### src/rtl/uart_tx_frame.sv
// UART transmitter: valid/ready input, one-entry holding register, frame timed by a baud counter.
// Optional parity bit is built only when UART_TX_PARITY_EN is defined.
module uart_tx_frame #(
  parameter int CLK_FREQ   = 27000000,
  parameter int BAUD_RATE  = 9600,
  parameter int DATA_BITS  = 8,
  parameter int STOP_BITS  = 1,
  parameter int PARITY_ODD = 0
) (
  input  logic                 clk,
  input  logic                 rst,
  input  logic [DATA_BITS-1:0] tx_data,
  input  logic                 tx_valid,
  output logic                 tx_ready,
  output logic                 tx,
  output logic                 busy
);

  localparam int BAUD_DIV = (CLK_FREQ + BAUD_RATE / 2) / BAUD_RATE;
  localparam int CNT_W    = (BAUD_DIV > 1) ? $clog2(BAUD_DIV) : 1;
  localparam logic [CNT_W-1:0] CNT_LAST  = CNT_W'(BAUD_DIV - 1);
  localparam logic [3:0]       DATA_LAST = 4'(DATA_BITS - 1);
  localparam logic [3:0]       STOP_LAST = 4'(STOP_BITS - 1);

  if (DATA_BITS < 5 || DATA_BITS > 9 || (STOP_BITS != 1 && STOP_BITS != 2) ||
      PARITY_ODD < 0 || PARITY_ODD > 1) begin : g_bad_cfg
    $error("uart_tx_frame: illegal DATA_BITS, STOP_BITS or PARITY_ODD");
  end

  typedef enum logic [2:0] {
    S_IDLE   = 3'd0,
    S_START  = 3'd1,
    S_DATA   = 3'd2,
`ifdef UART_TX_PARITY_EN
    S_PARITY = 3'd3,
`endif
    S_STOP   = 3'd4
  } state_t;

  state_t               state_r, state_s;
  logic [CNT_W-1:0]     cnt_r, cnt_s;
  logic [3:0]           idx_r, idx_s;
  logic [DATA_BITS-1:0] shift_r, shift_s;
  logic [DATA_BITS-1:0] hold_r;
  logic                 hold_full_r, hold_full_s;
  logic                 tx_r, tx_s;
  logic                 tx_ready_r, busy_r;
  logic                 load_s, take_s, bit_end_s;

`ifdef UART_TX_PARITY_EN
  logic par_r;

  function automatic logic parity_bit(input logic [DATA_BITS-1:0] d);
    return (^d) ^ PARITY_ODD[0];
  endfunction
`endif

  assign bit_end_s = (cnt_r == CNT_LAST);
  assign take_s    = tx_valid & tx_ready_r;
  assign tx        = tx_r;
  assign tx_ready  = tx_ready_r;
  assign busy      = busy_r;

  // Next-state, next-line-level and bit timing for the frame sequencer
  always_comb begin
    state_s = state_r;
    idx_s   = idx_r;
    shift_s = shift_r;
    tx_s    = tx_r;
    load_s  = 1'b0;
    if (state_r == S_IDLE || bit_end_s) begin
      cnt_s = {CNT_W{1'b0}};
    end else begin
      cnt_s = cnt_r + CNT_W'(1);
    end
    case (state_r)
      S_IDLE: begin
        if (hold_full_r) begin
          load_s  = 1'b1;
          shift_s = hold_r;
          state_s = S_START;
          tx_s    = 1'b0;
        end else begin
          tx_s = 1'b1;
        end
      end
      S_START: begin
        if (bit_end_s) begin
          state_s = S_DATA;
          tx_s    = shift_r[0];
          shift_s = shift_r >> 1;
          idx_s   = 4'd0;
        end else begin
          state_s = S_START;
        end
      end
      S_DATA: begin
        if (bit_end_s) begin
          if (idx_r == DATA_LAST) begin
`ifdef UART_TX_PARITY_EN
            state_s = S_PARITY;
            tx_s    = par_r;
`else
            state_s = S_STOP;
            tx_s    = 1'b1;
`endif
            idx_s   = 4'd0;
          end else begin
            tx_s    = shift_r[0];
            shift_s = shift_r >> 1;
            idx_s   = idx_r + 4'd1;
          end
        end else begin
          state_s = S_DATA;
        end
      end
`ifdef UART_TX_PARITY_EN
      S_PARITY: begin
        if (bit_end_s) begin
          state_s = S_STOP;
          tx_s    = 1'b1;
          idx_s   = 4'd0;
        end else begin
          state_s = S_PARITY;
        end
      end
`endif
      S_STOP: begin
        if (bit_end_s) begin
          if (idx_r != STOP_LAST) begin
            idx_s = idx_r + 4'd1;
          end else if (hold_full_r) begin
            // chain straight into the next start bit, no idle gap
            load_s  = 1'b1;
            shift_s = hold_r;
            state_s = S_START;
            tx_s    = 1'b0;
          end else begin
            state_s = S_IDLE;
            tx_s    = 1'b1;
          end
        end else begin
          state_s = S_STOP;
        end
      end
      default: begin
        state_s = S_IDLE;
        tx_s    = 1'b1;
        cnt_s   = {CNT_W{1'b0}};
      end
    endcase
  end

  // Holding-register occupancy after this edge
  always_comb begin
    if (take_s) begin
      hold_full_s = 1'b1;
    end else if (load_s) begin
      hold_full_s = 1'b0;
    end else begin
      hold_full_s = hold_full_r;
    end
  end

  // State, datapath and registered outputs
  always_ff @(posedge clk or posedge rst) begin
    if (rst) begin
      state_r     <= S_IDLE;
      cnt_r       <= {CNT_W{1'b0}};
      idx_r       <= 4'd0;
      shift_r     <= {DATA_BITS{1'b0}};
      hold_r      <= {DATA_BITS{1'b0}};
      hold_full_r <= 1'b0;
      tx_r        <= 1'b1;
      tx_ready_r  <= 1'b1;
      busy_r      <= 1'b0;
    end else begin
      state_r     <= state_s;
      cnt_r       <= cnt_s;
      idx_r       <= idx_s;
      shift_r     <= shift_s;
      hold_full_r <= hold_full_s;
      tx_r        <= tx_s;
      tx_ready_r  <= ~hold_full_s;
      busy_r      <= (state_s != S_IDLE) || hold_full_s;
      if (take_s) begin
        hold_r <= tx_data;
      end
    end
  end

`ifdef UART_TX_PARITY_EN
  // Parity of the word entering the shifter, captured as it is loaded
  always_ff @(posedge clk or posedge rst) begin
    if (rst) begin
      par_r <= 1'b0;
    end else if (load_s) begin
      par_r <= parity_bit(hold_r);
    end
  end
`endif

endmodule

### config.mk
export PLATFORM = sky130hd
export DESIGN_NAME = uart_tx_frame
export DESIGN_NICKNAME = d
export VERILOG_FILES = /design/src/rtl/uart_tx_frame.sv
export SDC_FILE = /design/constraint.sdc
export NUM_CORES = 1
export LEC_CHECK = 0
export BUFFER_PORTS_ARGS = -buffer_cell sky130_fd_sc_hd__buf_2
export CORE_UTILIZATION = 40
export DETAILED_ROUTE_END_ITERATION = 10
export PLACE_DENSITY_LB_ADDON = 0.08
export SETUP_SLACK_MARGIN = 0.15
export SYNTH_ARGS = -nofsm -noshare
export SYNTH_HDL_FRONTEND = slang
export SYNTH_SLANG_ARGS = --single-unit
### constraint.sdc
create_clock -name clk -period 2.6 [get_ports clk]
set_input_delay 0.13 -clock clk [delete_from_list [all_inputs] [get_ports clk]]
set_output_delay 0.13 -clock clk [all_outputs]
set_load 0.05 [all_outputs]
==> impl_metrics.csv <==
group,metric,value,unit
cells_and_area,area_growth,12.82,%
routing,drt_pass1_iterations,4,
worst_setup_path,cp_slowest_cell,"a22oi_4",
global_route,grt_antenna_before_repair,0,
yosys,syn_nets,201,
clocking,clk_latency,0.29,ns
die,die_x,72.90,um
global_route,grt_pass1_wl,6099,um
power,pwr-share-seq,50.5,%
clocking,cts_setup_buffers,0,
clocking,cts_buffers,5,
routing,wl_per_cell,13.19,um
routing,avgViaCountPerCell,5.007,
sta,setup_violations,0,
power,p_per_area,776.0,nW/um^2
power,switching_power,509.3,uW
yosys,ys_top_cells_by_count,"dfrtp_1 (37), nor2_1 (23), nand2_1 (12)",
worst_setup_path,crit_path_max_incr_delay,0.49,ns
worst_setup_path,crit_chain,"inv_1, ha_1, nor3b_4, nand4_4, a22oi_4, nand2_2, mux2_4",
yosys,syn_inst,186,
cells_and_area,nNetsFinal,218,
worst_setup_path,critPathLaunch,"idx_r[0]$_DFFE_PP0P_",
placed_design,dp_hpwl,2512,um
worst_setup_path,worst_ep_required_time,2.78,ns
placed_design,portBuffers,13,
yosys,synth_edf_count,0,
clocking,cts_tree,"built",
routing,vias,1357,
yosys,synth_cell_types,48,
worst_hold_path,hold_class,"in2reg",
worst_setup_path,crit-reg2reg-launch,"idx_r[0]$_DFFE_PP0P_",
power,ir_drop,0.0003827,V
sta,fin_crit_sh,80.35,%
placed_design,place_congestion,0.7945,
worst_setup_path,ff2ff_setup_slack,0.51,ns
yosys,syn-cell-area,2011,sq um
yosys,synth_flop_cell,"dfrtp_1",
sta,relSlewSlack,60.86,%
sta,finalSetupTns,0,ns
worst_setup_path,r2r-end,"shift_r[7]$_DFFE_PP0P_",
worst_setup_path,arrival,2.27,ns
power,leakagePower,1.010,nW
sta,rsz0062_at_grt,"false",
global_route,grt-ovfl-total,0,
sta,fmax,478.7,MHz
worst_setup_path,r2r_cells,7,
cells_and_area,drive_gt1_share,24.02,%
die,rows,25,
yosys,yosys.area.top_type,"dfrtp_1",
power,clock_power_share,30.5,%
clocking,clock_sinks,39,
power,combPwrFrac,19.0,%
clocking,cts_htree_levels,2,
routing,drc,0,
worst_setup_path,end_kind,"register",
run,drv_cap,0,
yosys,synth-seq-cells,39,
routing,drtIter0Drc,60,
yosys,synth_area_leaders,"dfrtp_1 (46%), mux2_2 (4.5%), nor2_1 (4.3%), mux2i_1 (3.5%), a31oi_1 (3.1%)",
cells_and_area,nFillCells,455,
worst_setup_path,start_kind,"register",
sta,fin_skew,0.003862,ns
sta,worstMarginPinSlew,0.5865,ns
worst_setup_path,cp_max_fo,17,
global_route,grt_pass1_vias,1282,
routing,wirelength,3574,um
power,sw_frac_of_total,28.93,%
sta,period_minus_slack,2.089,ns
die,die_y,72.90,um
clocking,clk_transition_reported_paths,0.08,ns
yosys,synth-async-reset-ratio,100.0,%
worst_hold_path,hold_depth,2,
run_status,status,"finished clean",
clocking,cts-root-buf,"clkbuf_8",
die,pin_count,14,
global_route,grt_usage,15.49,%
sta,slew_violations,0,
worst_hold_path,hp-start,"tx_data[3]",
yosys,yosysWarnings,0,
die,core,4786,sq um
yosys,yosysMostFrequentCell,"dfrtp_1",
power,internal_power,1.251,mW
worst_hold_path,hold_path_end,"hold_r[3]$_DFFE_PP0P_",
global_route,grt_start_max_net_pins,25,
die,start_util,42.01,%
sta,final-hold-violation-count,0,
clocking,clockBufferDepth,2,
die,die-area,5314,sq um
power,power.total,1.760,mW
cells_and_area,n_antenna_cell,0,
worst_setup_path,path_class,"reg2reg",
routing,final_antenna_net_count,0,
yosys,netlist.area_leader.share,46.05,%
yosys,ys_seq_area_share,48.66,%
yosys,postSynthAreaPerCell,10.81,sq um
final cells by class:
type / count / area, sq um / share of cell area (%)
flip-flops and latches: 39 / 978.4 / 43.13
repair buffers: 17 / 97.59 / 4.302
clock inverters: 2 / 38.79 / 1.710
clock buffers: 6 / 82.58 / 3.640
multi-input cells: 130 / 949.7 / 41.86
well taps: 67 / 83.83 / 3.696
inverters: 10 / 37.54 / 1.655
flip-flops by register name, indices dropped and copies added (netlist names):
signal       count
busy             1
cnt_r           12
hold_full_r      1
hold_r           8
idx_r            4
shift_r          8
state_r          3
tx               1
tx_ready         1
cell usage in the layout, fill, tap and decap left out, drive strengths merged:
| cell | Yosys | layout |
|---|---|---|
| nand4b | 1 | 1 |
| mux2i | 7 | 7 |
| nor3 | 3 | 3 |
| clkbuf | 1 | 6 |
| o211ai | 1 | 1 |
| dfstp | 2 | 2 |
| nand2b | 5 | 5 |
| a22oi | 1 | 1 |
| a21boi | 1 | 1 |
| nand3b | 1 | 1 |
| inv | 10 | 11 |
| ha | 4 | 4 |
| buf | 6 | 16 |
| nand4 | 2 | 2 |
| nand3 | 6 | 6 |
| and4b | 1 | 1 |
| o22a | 1 | 1 |
| and3 | 2 | 2 |
| nand2 | 13 | 13 |
| bufinv | 0 | 1 |
| dlygate4sd3 | 0 | 1 |
| xnor2 | 5 | 5 |
| nor3b | 1 | 1 |
| a211o | 1 | 1 |
| a21oi | 9 | 9 |
| o22ai | 1 | 1 |
| and3b | 1 | 1 |
| a31oi | 11 | 11 |
| nor2b | 2 | 2 |
| o2111ai | 2 | 2 |
| nor2 | 23 | 23 |
| a21o | 1 | 1 |
| xor2 | 5 | 5 |
| dfrtp | 37 | 37 |
| mux2 | 9 | 9 |
| o21ai | 7 | 7 |
| a22o | 1 | 1 |
| and4 | 2 | 2 |
power by group through the flow:
stage               registers (mW)  logic (mW)  clock network, mW
floorplan                    0.891       0.254                  0
global placement             0.890       0.326                  0
detailed placement           0.897       0.336                  0
CTS                          0.887       0.341              0.557
global route                 0.913       0.378              0.580
finish                       0.889       0.335              0.537
logic make-up after synthesis:
| group | Yosys count | share of synthesized area (%) |
|---|---|---|
| AND/OR/NAND/NOR | 63 | 17.67 |
| flip-flops | 39 | 48.66 |
| AO/OA/AOI/OAI | 37 | 14.00 |
| buffers and inverters | 17 | 4.107 |
| multiplexers | 16 | 8.712 |
| XOR/XNOR | 10 | 4.356 |
| adder cells (fa/ha/maj) | 4 | 2.489 |
worst max-delay path: cells and delay by family (launching register included):
| kind | cells | cell delay [ns] |
|---|---|---|
| buffers and inverters | 1 | 0.07 |
| and+or+nand+nor | 3 | 0.52 |
| muxes | 1 | 0.31 |
| AOI/OAI and AO/OA | 1 | 0.49 |
| adders and majority gates | 1 | 0.15 |
| DFF | 1 | 0.43 |
repair_timing:
item,4_1_cts,5_1_grt
endpoints found under the hold margin,15,0
setup endpoints to repair,0,0
gates resized for setup,0,0
hold buffers,1,0
metal layers:
layer	up-vias	routed length (um)	track usage, %
li1	689	-	-
met1	638	1788	21.13
met2	23	1595	22.85
met3	7	123	4.282
met4	0	66	7.190
met5	-	0	0
metrics by stage:
stage	setup WS, ns	utilization [%]	hold slack, ns	std cells	area (sq um)
final	0.5110	47.40	0.06184	271	2268
after global routing	0.3781	47.40	0.05725	271	2268
after CTS	0.4986	47.40	0.05224	271	2268
after detailed placement	0.5202	44.65	0.2231	262	2137
after global placement	0.5857	44.65	0.2024	262	2137
after floorplan	0.8419	-	0.2806	186	2011
worst max-delay path by stage:
stage,endpoint,slack [ns],depth (start not counted)
6_report,shift_r[7]$_DFFE_PP0P_,0.51,7
5_1_grt,shift_r[7]$_DFFE_PP0P_,0.38,7
4_1_cts,shift_r[7]$_DFFE_PP0P_,0.50,7
3_5_place_dp,shift_r[7]$_DFFE_PP0P_,0.52,7
3_3_place_gp,shift_r[7]$_DFFE_PP0P_,0.59,7
2_1_floorplan,shift_r[7]$_DFFE_PP0P_,0.84,7
(Power assumes the default switching activity.)
